===== config.mk =====
export PLATFORM = sky130hd
export DESIGN_NAME = tlb_access_scheduler
export DESIGN_NICKNAME = d
export VERILOG_FILES = /design/src/rtl/tlb_access_scheduler.sv
export SDC_FILE = /design/constraint.sdc
export NUM_CORES = 1
export LEC_CHECK = 0
export ABC_CLOCK_PERIOD_IN_PS = 2740
export CAP_MARGIN = 20
export CELL_PAD_IN_SITES_DETAIL_PLACEMENT = 0
export CELL_PAD_IN_SITES_GLOBAL_PLACEMENT = 1
export CORE_UTILIZATION = 25
export CTS_CLUSTER_DIAMETER = 30
export DETAILED_ROUTE_END_ITERATION = 10
export GPL_ROUTABILITY_DRIVEN = 0
export PLACE_DENSITY = 0.8
export SYNTH_ARGS = -nofsm -noshare
export SYNTH_HDL_FRONTEND = slang
export SYNTH_SLANG_ARGS = --single-unit

===== constraint.sdc =====
create_clock -name clock -period 2.74 [get_ports clock]
set_clock_uncertainty 0.15 [all_clocks]
set_input_delay 0.274 -clock clock [delete_from_list [all_inputs] [get_ports clock]]
set_output_delay 0.274 -clock clock [all_outputs]
set_load 0.005 [all_outputs]

===== src/rtl/tlb_access_scheduler.sv =====
// TLB access scheduler: arbitrates the single TLB port between instruction
// fetch search, data-memory search and CP0 TLB instructions. Search results
// are registered (one-cycle latency). A CP0 op holds every requester off for
// one extra cycle so that no search sees a half-written entry. Also owns
// the free-running TLBWR random index.
//
// cp0_entry layout: [39:21] vpn, [20:13] asid, [12:0] EntryLo image.
// Request layout:   [27:9] vpn, [8] is_odd_page, [7:0] asid.
module tlb_access_scheduler #(
    parameter int TLB_NUM = 16,
    parameter int IDX_W   = $clog2(TLB_NUM)
) (
    input  logic             clock,
    input  logic             reset,
    input  logic             inst_req_valid,
    output logic             inst_req_ready,
    input  logic [27:0]      inst_req,
    output logic             inst_resp_valid,
    output logic [10:0]      inst_resp,
    input  logic             data_req_valid,
    output logic             data_req_ready,
    input  logic [27:0]      data_req,
    output logic             data_resp_valid,
    output logic [10:0]      data_resp,
    input  logic             cp0_op_valid,
    output logic             cp0_op_ready,
    input  logic [1:0]       cp0_op,
    input  logic [IDX_W-1:0] cp0_index,
    input  logic [39:0]      cp0_entry,
    output logic             cp0_done,
    output logic [10:0]      cp0_probe,
    output logic [39:0]      cp0_read_entry,
    output logic [27:0]      tlb_search_req,
    input  logic [10:0]      tlb_search_res,
    output logic [IDX_W-1:0] tlb_read_index,
    input  logic [39:0]      tlb_read_entry,
    output logic             tlb_we,
    output logic [IDX_W-1:0] tlb_write_index,
    output logic [39:0]      tlb_write_entry
);

    typedef enum logic {IDLE, CP0_RESP} state_t;
    typedef enum logic {REQ_INST, REQ_DATA} req_t;
    typedef enum logic [1:0] {OP_TLBP = 2'b00, OP_TLBR = 2'b01,
                              OP_TLBWI = 2'b10, OP_TLBWR = 2'b11} cp0_op_t;

    state_t           state_q, state_d;
    req_t             rr_last_q, rr_last_d;
    logic [IDX_W-1:0] random_q, random_d;
    logic             inst_resp_valid_q, inst_resp_valid_d;
    logic             data_resp_valid_q, data_resp_valid_d;
    logic [10:0]      inst_resp_q, inst_resp_d;
    logic [10:0]      data_resp_q, data_resp_d;
    logic [10:0]      cp0_probe_q, cp0_probe_d;
    logic [39:0]      cp0_read_entry_q, cp0_read_entry_d;
    logic             inst_grant, data_grant, cp0_grant;
    cp0_op_t          op;

    // Grant selection, next state, TLB port muxing and result capture.
    always_comb begin
        op                = cp0_op_t'(cp0_op);
        state_d           = state_q;
        rr_last_d         = rr_last_q;
        inst_grant        = 1'b0;
        data_grant        = 1'b0;
        cp0_grant         = 1'b0;
        tlb_search_req    = '0;
        tlb_we            = 1'b0;

        if (state_q == IDLE && !reset) begin
            if (cp0_op_valid) begin
                cp0_grant = 1'b1;
                state_d   = CP0_RESP;
            end else if (inst_req_valid && data_req_valid) begin
                if (rr_last_q == REQ_DATA) inst_grant = 1'b1;
                else                       data_grant = 1'b1;
            end else if (inst_req_valid) begin
                inst_grant = 1'b1;
            end else if (data_req_valid) begin
                data_grant = 1'b1;
            end
        end else begin
            state_d = IDLE;
        end

        if (inst_grant) rr_last_d = REQ_INST;
        if (data_grant) rr_last_d = REQ_DATA;

        if (inst_grant)
            tlb_search_req = inst_req;
        else if (data_grant)
            tlb_search_req = data_req;
        else if (cp0_grant && op == OP_TLBP)
            tlb_search_req = {cp0_entry[39:21], 1'b0, cp0_entry[20:13]};

        if (cp0_grant && (op == OP_TLBWI || op == OP_TLBWR))
            tlb_we = 1'b1;

        inst_resp_valid_d = inst_grant;
        data_resp_valid_d = data_grant;
        inst_resp_d       = inst_grant ? tlb_search_res : inst_resp_q;
        data_resp_d       = data_grant ? tlb_search_res : data_resp_q;
        cp0_probe_d       = (cp0_grant && op == OP_TLBP) ? tlb_search_res : cp0_probe_q;
        cp0_read_entry_d  = (cp0_grant && op == OP_TLBR) ? tlb_read_entry : cp0_read_entry_q;

        random_d = (random_q == '0) ? IDX_W'(TLB_NUM - 1) : random_q - IDX_W'(1);
    end

    assign inst_req_ready  = inst_grant;
    assign data_req_ready  = data_grant;
    assign cp0_op_ready    = cp0_grant;
    assign cp0_done        = (state_q == CP0_RESP);
    assign inst_resp_valid = inst_resp_valid_q;
    assign data_resp_valid = data_resp_valid_q;
    assign inst_resp       = inst_resp_q;
    assign data_resp       = data_resp_q;
    assign cp0_probe       = cp0_probe_q;
    assign cp0_read_entry  = cp0_read_entry_q;
    assign tlb_read_index  = cp0_index;
    assign tlb_write_index = (op == OP_TLBWR) ? random_q : cp0_index;
    assign tlb_write_entry = cp0_entry;

    // State, arbitration history, random counter and result registers.
    always_ff @(posedge clock or posedge reset) begin
        if (reset) begin
            state_q           <= IDLE;
            rr_last_q         <= REQ_DATA;
            random_q          <= IDX_W'(TLB_NUM - 1);
            inst_resp_valid_q <= 1'b0;
            data_resp_valid_q <= 1'b0;
            inst_resp_q       <= '0;
            data_resp_q       <= '0;
            cp0_probe_q       <= '0;
            cp0_read_entry_q  <= '0;
        end else begin
            state_q           <= state_d;
            rr_last_q         <= rr_last_d;
            random_q          <= random_d;
            inst_resp_valid_q <= inst_resp_valid_d;
            data_resp_valid_q <= data_resp_valid_d;
            inst_resp_q       <= inst_resp_d;
            data_resp_q       <= data_resp_d;
            cp0_probe_q       <= cp0_probe_d;
            cp0_read_entry_q  <= cp0_read_entry_d;
        end
    end

endmodule

==> impl_metrics.py <==
metrics = {
    "synthesis": {
        "async_flop_share_pct": 100,
        "synth_edf_count": 0,
        "yosysTopAreaCellShare_pct": 44.5,
        "synth-main-ff-cell": "dfrtp_1",
        "yosysTopAreaCell": "dfrtp_1",
        "synth.distinct_cells": 33,
        "ys_top_cells_by_area": "dfrtp_1 (45%), mux2_2 (17%), buf_4 (7.7%)",
        "synth-seq-cells": 81,
        "syn_area_per_cell_sq_um": 11.5,
        "yosysWarnings": 0,
        "yosysSeqAreaShare_pct": 47.6,
        "synth_common_cells": "dfrtp_1 (76), mux2_2 (64), buf_4 (44)",
        "syn_nets": 531,
        "synth.most_common_cell": "dfrtp_1",
        "synth.cell_area_sq_um": 4270,
        "syn_inst": 372,
    },
    "setup_path": {
        "cpPeakStageDelay_ns": 0.53,
        "worstPathCellList": "or3_4 -> or3_4 -> a31oi_2 -> clkdlybuf4s50_1",
        "crit_type": "reg -> out",
        "critical_path.most_common_cell": "or3_4",
        "reg2reg_depth": 6,
        "rrSetupSlack_ns": 0.43,
        "startpoint_type": "flip-flop",
        "crit_fanout": 7,
        "reg2reg_to": "inst_resp[1]",
        "end_kind": "primary output",
        "arrival_ns": 2.32,
        "crit_path_top_delay_cell": "clkdlybuf4s50_1",
        "regToRegStartpoint": "cp0_done",
        "worstPathRequired_ns": 2.32,
    },
    "timing": {
        "min_period_over_period_pct": 100,
        "tightest_slew_ns": 0.386,
        "hold_viol": 0,
        "drv_slew": 0,
        "finalWorstPathRequiredPeriod_ns": 2.74,
        "layout_setup_ws_ns": -0.00115,
        "rsz0062_at_grt": "yes",
        "setup_viol": 1,
        "slew_headroom_pct": 74.0,
        "max_clock_freq_mhz": 365,
    },
    "clocking": {
        "numClockSinks": 81,
        "root_buffer": "clkbuf_16",
        "insertion_delay_ns": 0.33,
        "cts_tree": "yes",
        "htreeDepth": 3,
        "cts_buffers": 9,
        "clkTransAtPathRegs_ns": 0.06,
        "cts_hold_buf": 0,
        "cts_buffer_depth": 2,
    },
    "grt": {
        "grt_pass1_wl_um": 24900,
        "grt_start_max_net_pins": 56,
        "grtUsageTotal_pct": 18.3,
        "antenna_found_initial": 0,
        "gr-total-overflow": 0,
        "grt_pass1_vias": 4329,
    },
    "die": {
        "fp.coreArea_sq_um": 16600,
        "rows": 47,
        "die_area_sq_um": 17600,
        "die_x_um": 133,
        "initial_core_util_pct": 25.7,
        "num_io_pins": 314,
        "die_h_um": 133,
    },
    "outcome": {
        "status": "finished with violations",
        "violations": "negative setup slack",
    },
    "worst_hold_path": {
        "hp-class": "reg -> reg",
        "hold_path_depth": 1,
        "min_to": "random_q[0]",
        "holdCritStartpoint": "random_q[0]",
    },
    "place": {
        "io_buffers": 287,
        "post_dp_cell_area_sq_um": 7220,
        "dp_hpwl_um": 12000,
    },
    "layout": {
        "fill_cells": 1527,
        "post-route-util_pct": 46.9,
        "syn2layout_area_growth_pct": 82.8,
        "seq_area_sq_um": 2030,
        "final_nets": 796,
        "diodes": 0,
        "layout-drive-gt1-share_pct": 24.0,
        "stdcell_area_sq_um": 7810,
        "multi_input_area_sq_um": 1890,
    },
    "flow_run": {
        "drv_cap": 0,
    },
    "power_and_ir_drop": {
        "p_leak_nw": 3.34,
        "ir_drop_mv": 0.455,
        "powerDensity_nw_per_um2": 551,
    },
    "routing": {
        "drc": 0,
        "drt-initial-drc-count": 172,
        "antenna_left": 0,
        "dr.pass1.iters": 5,
        "vias_per_cell": 4.73,
        "wl_per_cell_um": 19.8,
        "wl_um": 17000,
        "vias": 4078,
    },
}
-- area by class of cell --
cell class	instances	share of cell area, %
repair buffers	324	42.2
flip-flops and latches	81	26.0
multi-input cells	214	24.2
well taps	220	3.53
clock buffers	10	3.06
clock inverters	6	0.625
inverters	7	0.353
-- stage by stage --
stage / setup TNS [ns] / instances / hold slack, ns / setup slack, ns / total power [mW]
after CTS: -0.203 / 851 / 0.305 / -0.0387 / 4.35
after global placement: -1.86 / 831 / 0.287 / -0.177 / 3.10
final: -0.00115 / 862 / 0.305 / -0.00115 / 4.30
after floorplan: 0 / 372 / 0.187 / 0.244 / 2.11
after global routing: -0.271 / 862 / 0.316 / -0.0709 / 4.52
after detailed placement: -2.16 / 831 / 0.289 / -0.135 / 3.13
-- cell usage in the layout (no fill, tap or decap), types with 2 or more instances in the layout --
cell type        synthesis  layout
clkdlybuf4s50_1          0     265
dfrtp_1                 76      76
mux2_2                  64      64
nand3b_1                27      27
nand3_1                 27      27
buf_4                   44      27
nor4_1                  27      22
a31oi_1                 28      22
dlymetal6s2s_1           0      17
mux2_4                  10      10
clkbuf_16                0      10
nand2_1                  7       7
a31oi_2                  0       6
buf_12                   0       6
or3_4                    1       5
dlygate4sd2_1            0       5
dfstp_2                  5       5
inv_1                    5       4
nor4_4                   0       3
buf_6                    5       3
nor3b_1                  2       2
nor4_2                   0       2
o21ai_0                  2       2
a21oi_1                  2       2
o31ai_1                  2       2
clkinv_2                 0       2
inv_6                    0       2
clkinvlp_4               0       2
-- state kept, by name, summed over array words and instances, names as in the netlist --
signal	cells
cp0_done	1
inst_resp_valid	1
inst_resp	11
data_resp_valid	1
rr_last_q	1
data_resp	11
random_q	4
cp0_read_entry	40
cp0_probe	11
-- power breakdown --
part           internal (mW)  switching (mW)  total [mW]
clock network          0.650           0.508        1.16
logic                   1.03           0.494        1.52
registers               1.47           0.150        1.62
-- worst max-delay path by stage --
stage | start | to | slack (ns)
2_1_floorplan | reset | cp0_done | 0.24
3_3_place_gp | cp0_op_valid | tlb_search_req[3] | -0.18
3_5_place_dp | cp0_op_valid | tlb_search_req[4] | -0.14
4_1_cts | cp0_op_valid | tlb_search_req[7] | -0.04
5_1_grt | cp0_done | tlb_search_req[27] | -0.07
6_report | cp0_done | tlb_search_req[2] | -0.001
-- kinds of logic after synthesis --
| logic type | after synthesis | share of synthesized area [%] |
|---|---|---|
| flops | 81 | 47.6 |
| simple gates | 98 | 14.1 |
| buf+inv | 80 | 11.8 |
| mux | 75 | 20.7 |
| compound gates | 36 | 5.30 |
| xor+xnor | 1 | 0.205 |
| fa+ha+maj | 1 | 0.293 |
-- critical path, delay by kind of cell (launching register included) --
family | cells | cell delay, ns
AOI/OAI and AO/OA | 1 | 0.17
buffers and inverters | 1 | 0.53
and+or+nand+nor | 2 | 0.91
DFF | 1 | 0.38
-- layer usage --
layer | up-vias | wire length [um] | GRT usage (%)
met5 | - | 0 | 0
met4 | 0 | 337 | 5.30
met2 | 221 | 8790 | 33.0
met3 | 25 | 1280 | 4.94
li1 | 1852 | - | -
met1 | 1980 | 6620 | 21.0
-- what timing repair did --
item                                    CTS  global route
endpoints found under the hold margin     0             0
setup buffers                             2             9
cloned                                    2             2
endpoints found under the setup margin   29            24
resized for setup                        15            29
pin swaps                                 4            13
(Power assumes the default switching activity.)
